### src/rtl/trace_uart_dump.sv
// Writeback-trace dumper: buffers retired-instruction records in a FIFO and
// streams each one as a 10-byte 8N1 UART packet (A5, pc, {ena,00,reg}, value).
module trace_uart_dump #(
  parameter int FIFO_DEPTH   = 16,
  parameter int CLKS_PER_BIT = 434
) (
  input  logic        clk,
  input  logic        rst_n,
  input  logic        debug_wb_have_inst,
  input  logic [31:0] debug_wb_pc,
  input  logic        debug_wb_ena,
  input  logic [4:0]  debug_wb_reg,
  input  logic [31:0] debug_wb_value,
  output logic        uart_txd,
  output logic        busy,
  output logic        overflow,
  output logic [15:0] drop_cnt
);

  localparam int AW = $clog2(FIFO_DEPTH);
  localparam int TW = $clog2(CLKS_PER_BIT);
  localparam logic [TW-1:0] TMR_LOAD = TW'(CLKS_PER_BIT - 1);

  // state | meaning: IDLE wait/pop | LOAD reset indices | START start bit | DATA data bits | STOP stop bit
  localparam logic [2:0] S_IDLE  = 3'd0;
  localparam logic [2:0] S_LOAD  = 3'd1;
  localparam logic [2:0] S_START = 3'd2;
  localparam logic [2:0] S_DATA  = 3'd3;
  localparam logic [2:0] S_STOP  = 3'd4;

  logic [69:0]   mem [FIFO_DEPTH];
  logic [AW:0]   wr_ptr, rd_ptr;
  logic          empty, full, pop, push_ok, drop;

  logic [2:0]    state;
  logic [69:0]   rec;
  logic [3:0]    byte_idx;
  logic [2:0]    bit_idx;
  logic [TW-1:0] tmr;
  logic [7:0]    tx_byte;

  assign empty   = (wr_ptr == rd_ptr);
  assign full    = (wr_ptr[AW] != rd_ptr[AW]) && (wr_ptr[AW-1:0] == rd_ptr[AW-1:0]);
  assign pop     = (state == S_IDLE) && !empty;
  assign push_ok = debug_wb_have_inst && (!full || pop);
  assign drop    = debug_wb_have_inst && full && !pop;
  assign busy    = !empty || (state != S_IDLE);

  function automatic logic [7:0] byte_sel(input logic [69:0] r, input logic [3:0] idx);
    case (idx)
      4'd0:    byte_sel = 8'hA5;
      4'd1:    byte_sel = r[69:62];
      4'd2:    byte_sel = r[61:54];
      4'd3:    byte_sel = r[53:46];
      4'd4:    byte_sel = r[45:38];
      4'd5:    byte_sel = {r[37], 2'b00, r[36:32]};
      4'd6:    byte_sel = r[31:24];
      4'd7:    byte_sel = r[23:16];
      4'd8:    byte_sel = r[15:8];
      default: byte_sel = r[7:0];
    endcase
  endfunction

  always_ff @(posedge clk) begin
    if (push_ok)
      mem[wr_ptr[AW-1:0]] <= {debug_wb_pc, debug_wb_ena, debug_wb_reg, debug_wb_value};
  end

  always_ff @(posedge clk or negedge rst_n) begin
    if (!rst_n) begin
      wr_ptr   <= '0;
      rd_ptr   <= '0;
      overflow <= 1'b0;
      drop_cnt <= '0;
    end else begin
      if (push_ok) wr_ptr <= wr_ptr + 1'b1;
      if (pop)     rd_ptr <= rd_ptr + 1'b1;
      if (drop) begin
        overflow <= 1'b1;
        if (drop_cnt != 16'hFFFF) drop_cnt <= drop_cnt + 16'd1;
      end
    end
  end

  // txd is assigned alongside each state transition so the line is a clean flop output
  always_ff @(posedge clk or negedge rst_n) begin
    if (!rst_n) begin
      state    <= S_IDLE;
      rec      <= '0;
      byte_idx <= '0;
      bit_idx  <= '0;
      tmr      <= '0;
      tx_byte  <= '0;
      uart_txd <= 1'b1;
    end else begin
      case (state)
        S_IDLE: begin
          uart_txd <= 1'b1;
          if (!empty) begin
            rec   <= mem[rd_ptr[AW-1:0]];
            state <= S_LOAD;
          end
        end
        S_LOAD: begin
          byte_idx <= 4'd0;
          bit_idx  <= 3'd0;
          tmr      <= TMR_LOAD;
          tx_byte  <= byte_sel(rec, 4'd0);
          uart_txd <= 1'b0;
          state    <= S_START;
        end
        S_START: begin
          if (tmr == '0) begin
            tmr      <= TMR_LOAD;
            bit_idx  <= 3'd0;
            uart_txd <= tx_byte[0];
            state    <= S_DATA;
          end else begin
            tmr <= tmr - 1'b1;
          end
        end
        S_DATA: begin
          if (tmr == '0) begin
            tmr     <= TMR_LOAD;
            tx_byte <= {1'b0, tx_byte[7:1]};
            if (bit_idx == 3'd7) begin
              uart_txd <= 1'b1;
              state    <= S_STOP;
            end else begin
              bit_idx  <= bit_idx + 3'd1;
              uart_txd <= tx_byte[1];
            end
          end else begin
            tmr <= tmr - 1'b1;
          end
        end
        S_STOP: begin
          if (tmr == '0) begin
            if (byte_idx == 4'd9) begin
              state <= S_IDLE;
            end else begin
              byte_idx <= byte_idx + 4'd1;
              tx_byte  <= byte_sel(rec, byte_idx + 4'd1);
              tmr      <= TMR_LOAD;
              uart_txd <= 1'b0;
              state    <= S_START;
            end
          end else begin
            tmr <= tmr - 1'b1;
          end
        end
        default: begin
          uart_txd <= 1'b1;
          state    <= S_IDLE;
        end
      endcase
    end
  end

endmodule
### config.mk
export PLATFORM = sky130hd
export DESIGN_NAME = trace_uart_dump
export DESIGN_NICKNAME = d
export VERILOG_FILES = /design/src/rtl/trace_uart_dump.sv
export SDC_FILE = /design/constraint.sdc
export NUM_CORES = 1
export LEC_CHECK = 0
export CAP_MARGIN = 10
export CORE_ASPECT_RATIO = 1.4
export CORE_MARGIN = 10
export CORE_UTILIZATION = 30
export DETAILED_ROUTE_END_ITERATION = 8
export GPL_TIMING_DRIVEN = 1
export SYNTH_ARGS = -nofsm -noshare
export SYNTH_HDL_FRONTEND = slang
export SYNTH_SLANG_ARGS = --single-unit
### constraint.sdc
create_clock -name clk -period 11.5 [get_ports clk]
set_clock_uncertainty 0.2 [all_clocks]
set_input_delay 2.3 -clock clk [delete_from_list [all_inputs] [get_ports clk]]
set_output_delay 2.3 -clock clk [all_outputs]
set_load 0.05 [all_outputs]
==> summary.txt <==
Status
  • Status: finished clean

Critical path
  • Worst Setup Start Kind: flip-flop
  • Worst R2R Start: rd_ptr[1]$_DFFE_PN0P_
  • CP Data Required Time: 9000 ps
  • Worst Path Arrival: ~3600 ps
  • Crit path from: wr_ptr[3]$_DFFE_PN0P_
  • Setup Crit Path Kind: flip-flop to primary output
  • CP max FO: 18
  • Setup crit end kind: primary output

Floorplan
  • Die X: 360 um
  • I/O pins: just over 90
  • Row cnt: approximately 170
  • Core area: roughly 160000 sq um
  • Die area: 179000 sq um
  • Starting Density: 0.302
  • Die height: 496 um

Worst hold path
  • Class of the worst hold path: flip-flop to flip-flop
  • Min-Delay Startpoint: overflow$_DFFE_PN0P_

Logic synthesis
  • Syn Std Cell Area: just under 50000 sq um
  • Compound-Gate Fraction of Synth Area: 0.0196
  • Post-synthesis sequential area ratio: 0.756
  • Unique masters post-synth: 76
  • Mean Syn Cell Area: around 22 sq um
  • Post-Synth Simple-Gate Area: 0.0215
  • Synth Area in Adders: 0.00386
  • FF+latch count, synth: roughly 1200
  • Largest family of logic cells by synthesized area: multiplexers
  • Post-synthesis mux area share: 0.181
  • Syn. warnings: 0
  • Synthesized Nets: between 2000 and 2500
  • Post-Synthesis Cells: between 2000 and 2500
  • Post-synth EDFFs: about 1100
  • Synth Flop Type: edfxtp_1
  • Post-synthesis async set-or-reset flop share: 0.100
  • Post-Synth XOR/XNOR Area: 0.00505

Clock tree
  • Worst skew pair latency: around 720 ps
  • TritonCTS Buffers: roughly 110
  • Post-CTS Hold Buffers: 0
  • Worst-path clk slew: approximately 70 ps
  • Post-CTS Setup Inserts: 0
  • Htree depth: 3
  • CTS tree: yes
  • Max Root-Sink Buffers: 3
  • Post-cts resize count: 0
  • Clock sink total: 1245
  • Clock Tree Root: clkbuf_16

Layout
  • Final Cell Area: ~56000 sq um
  • Post-route core utilization: 0.348
  • Share of cells above drive strength 1: 0.288
  • Final #Nets: 2383
  • P&R area growth vs syn: 15.3%

Pwr
  • Clk pwr share: 0.303
  • Worst VDD drop: 0.000189 V
  • Int Pwr: approximately 9400 uW
  • Pwr per Cell Area: approximately 230 nW/um^2
  • Switching pwr: between 3000 and 4000 uW
  • Total Power: 13000 uW
  • Leakage Power: about 0.017 uW
  • Sequential power share: 0.456
  • Sw Share: 0.282
  • Logic pwr share: 0.241

GRT
  • Largest net degree at the start of global routing: 100
  • Initial antenna violation count: 25
  • GRT Util Overall: 0.124
  • Vias in the first global route: 23100
  • Grt total ovfl: 0
  • Global-route wire length before repair: 165000 um

Detailed routing
  • DR vias: about 22000
  • Via density: between 4 and 5
  • DRT Pass-1 Iters: 5
  • Final wirelength: between 100000 and 150000 um
  • WL per Instance: 24.8 um
  • 1st-iter DRT viols: between 2000 and 2500
  • DRT antenna net count: 0
  • DRC: 0

STA
  • Tcrit/Tclk final: 0.530
  • Setup_tns: 0 ps
  • Slew Limit Fails: 0
  • Worst slew pin tran: between 1000 and 1500 ps
  • Slew headroom: 0.267
  • Final setup vio count: 0
  • Fmax: roughly 160 MHz
  • Hold Violations, Final: 0
  • Final min period: between 6000 and 7000 ps
  • RSZ-0062 raised after global routing: false

Place
  • I/O Buffers: just over 90
  • GPL Wtd Cong: ~0.8
  • DPL Wire Length: ~64000 um
  • Placed Area: ~52000 sq um

Flow run
  • Max-cap violation count: 0
per-layer routing:
metal	share of wire	up-vias	track usage
met2	0.50	585	0.212
met1	0.41	12000	0.155
met5	0.0021	-	0
met3	0.055	184	0.0260
li1	-	9439	-
met4	0.030	36	0.0412
worst max-delay path, cell delays in order, from the launching register on:
cell and delay, ps:
dfrtp_1 930, xor2_1 170, nor4_2 720, nand3_1 280, clkdlybuf4s50_1 770
metrics by stage:
stage / std cells / hold slack [ps] / setup slack [ps]
after global routing: 4507 / 311 / 5240
after floorplan: 2166 / 265 / 957
after CTS: 4506 / 298 / 5350
after global placement: 4292 / 256 / 5840
after detailed placement: 4292 / 286 / 5880
final: 4510 / 283 / 5400
power groups by stage:
stage	Clock, uW	Combinational (uW)	Sequential, uW
final	3960	3140	5950
after global routing	4230	3380	5990
after floorplan	0	2370	5810
after detailed placement	0	3230	6050
after global placement	0	3200	6030
after CTS	4070	3230	5960
sequential cells by signal, indices dropped and copies added, names as in the netlist:
name / count
uart_txd: 1
tx_byte: 8
tmr: 9
state: 3
bit_idx: 3
byte_idx: 4
overflow: 1
wr_ptr: 5
mem: 1120
rec: 70
rd_ptr: 5
drop_cnt: 16
worst paths after layout:
| path | to | cells past startpoint | slack [ps] |
|---|---|---|---|
| max | busy | 4 | 5400 |
| min | overflow$_DFFE_PN0P_ | 1 | 280 |
| max reg2reg | rec[54]$_DFFE_PN0P_ | 6 | 6780 |
| min reg2reg | overflow$_DFFE_PN0P_ | 1 | 280 |
| max in group asynchronous | rd_ptr[1]$_DFFE_PN0P_ | 2 | 8160 |
| min in group asynchronous | overflow$_DFFE_PN0P_ | 1 | 1400 |
synthesized netlist by cell type (7+ instances only):
library cell  number  area share
a21oi_1           16      0.0016
a221oi_1           9      0.0016
a22o_1             8      0.0014
a22oi_1           10      0.0015
and3_1             7     0.00090
and4_1             8      0.0014
buf_1             12     0.00093
buf_2             27      0.0028
buf_4             10      0.0015
clkbuf_1          65      0.0050
dfrtp_1          124       0.064
edfxtp_1        1120        0.69
ha_1              15      0.0039
inv_1             11     0.00085
mux2_2            75       0.017
mux2i_1            7      0.0014
mux4_2           350        0.16
nand2_1           33      0.0025
nand3_1           23      0.0024
nand4_1           15      0.0019
nor2_1            34      0.0026
nor3_1             9     0.00093
nor4_1             7     0.00090
o21ai_0           26      0.0027
o22ai_1            9      0.0012
xnor2_1           22      0.0040
cell usage in the layout, fill, tap and decap left out, drive strengths merged, types with 9 or more instances in the layout:
cell           count
mux4             350
xnor2             22
buf               44
nor3               9
o21ai             27
nand4             15
edfxtp          1120
nand3             23
clkbuf           134
mux2              75
clkdlybuf4s50     90
clkinv            49
a221oi             9
dfrtp            124
nand2             33
ha                15
o22ai             10
bufinv            18
inv               17
a22oi             10
a21oi             18
nor2              35
final cells by class:
class | instances | area (sq um)
diodes | 4 | 10.0
inverters | 12 | 47.5
well taps | 2112 | 2640
clock inverters | 80 | 961
clock buffers | 134 | 2980
fillers | 14600 | 105000
repair buffers | 134 | 1260
multi-input cells | 789 | 11300
flip-flops and latches | 1245 | 36800
cells by family after synthesis:
kind of cell	after synthesis
flops	1245
mux	432
simple gates	182
compound gates	132
buf+inv	132
xor+xnor	28
fa+ha+maj	15
No activity file was read; power rests on OpenSTA's default activity.
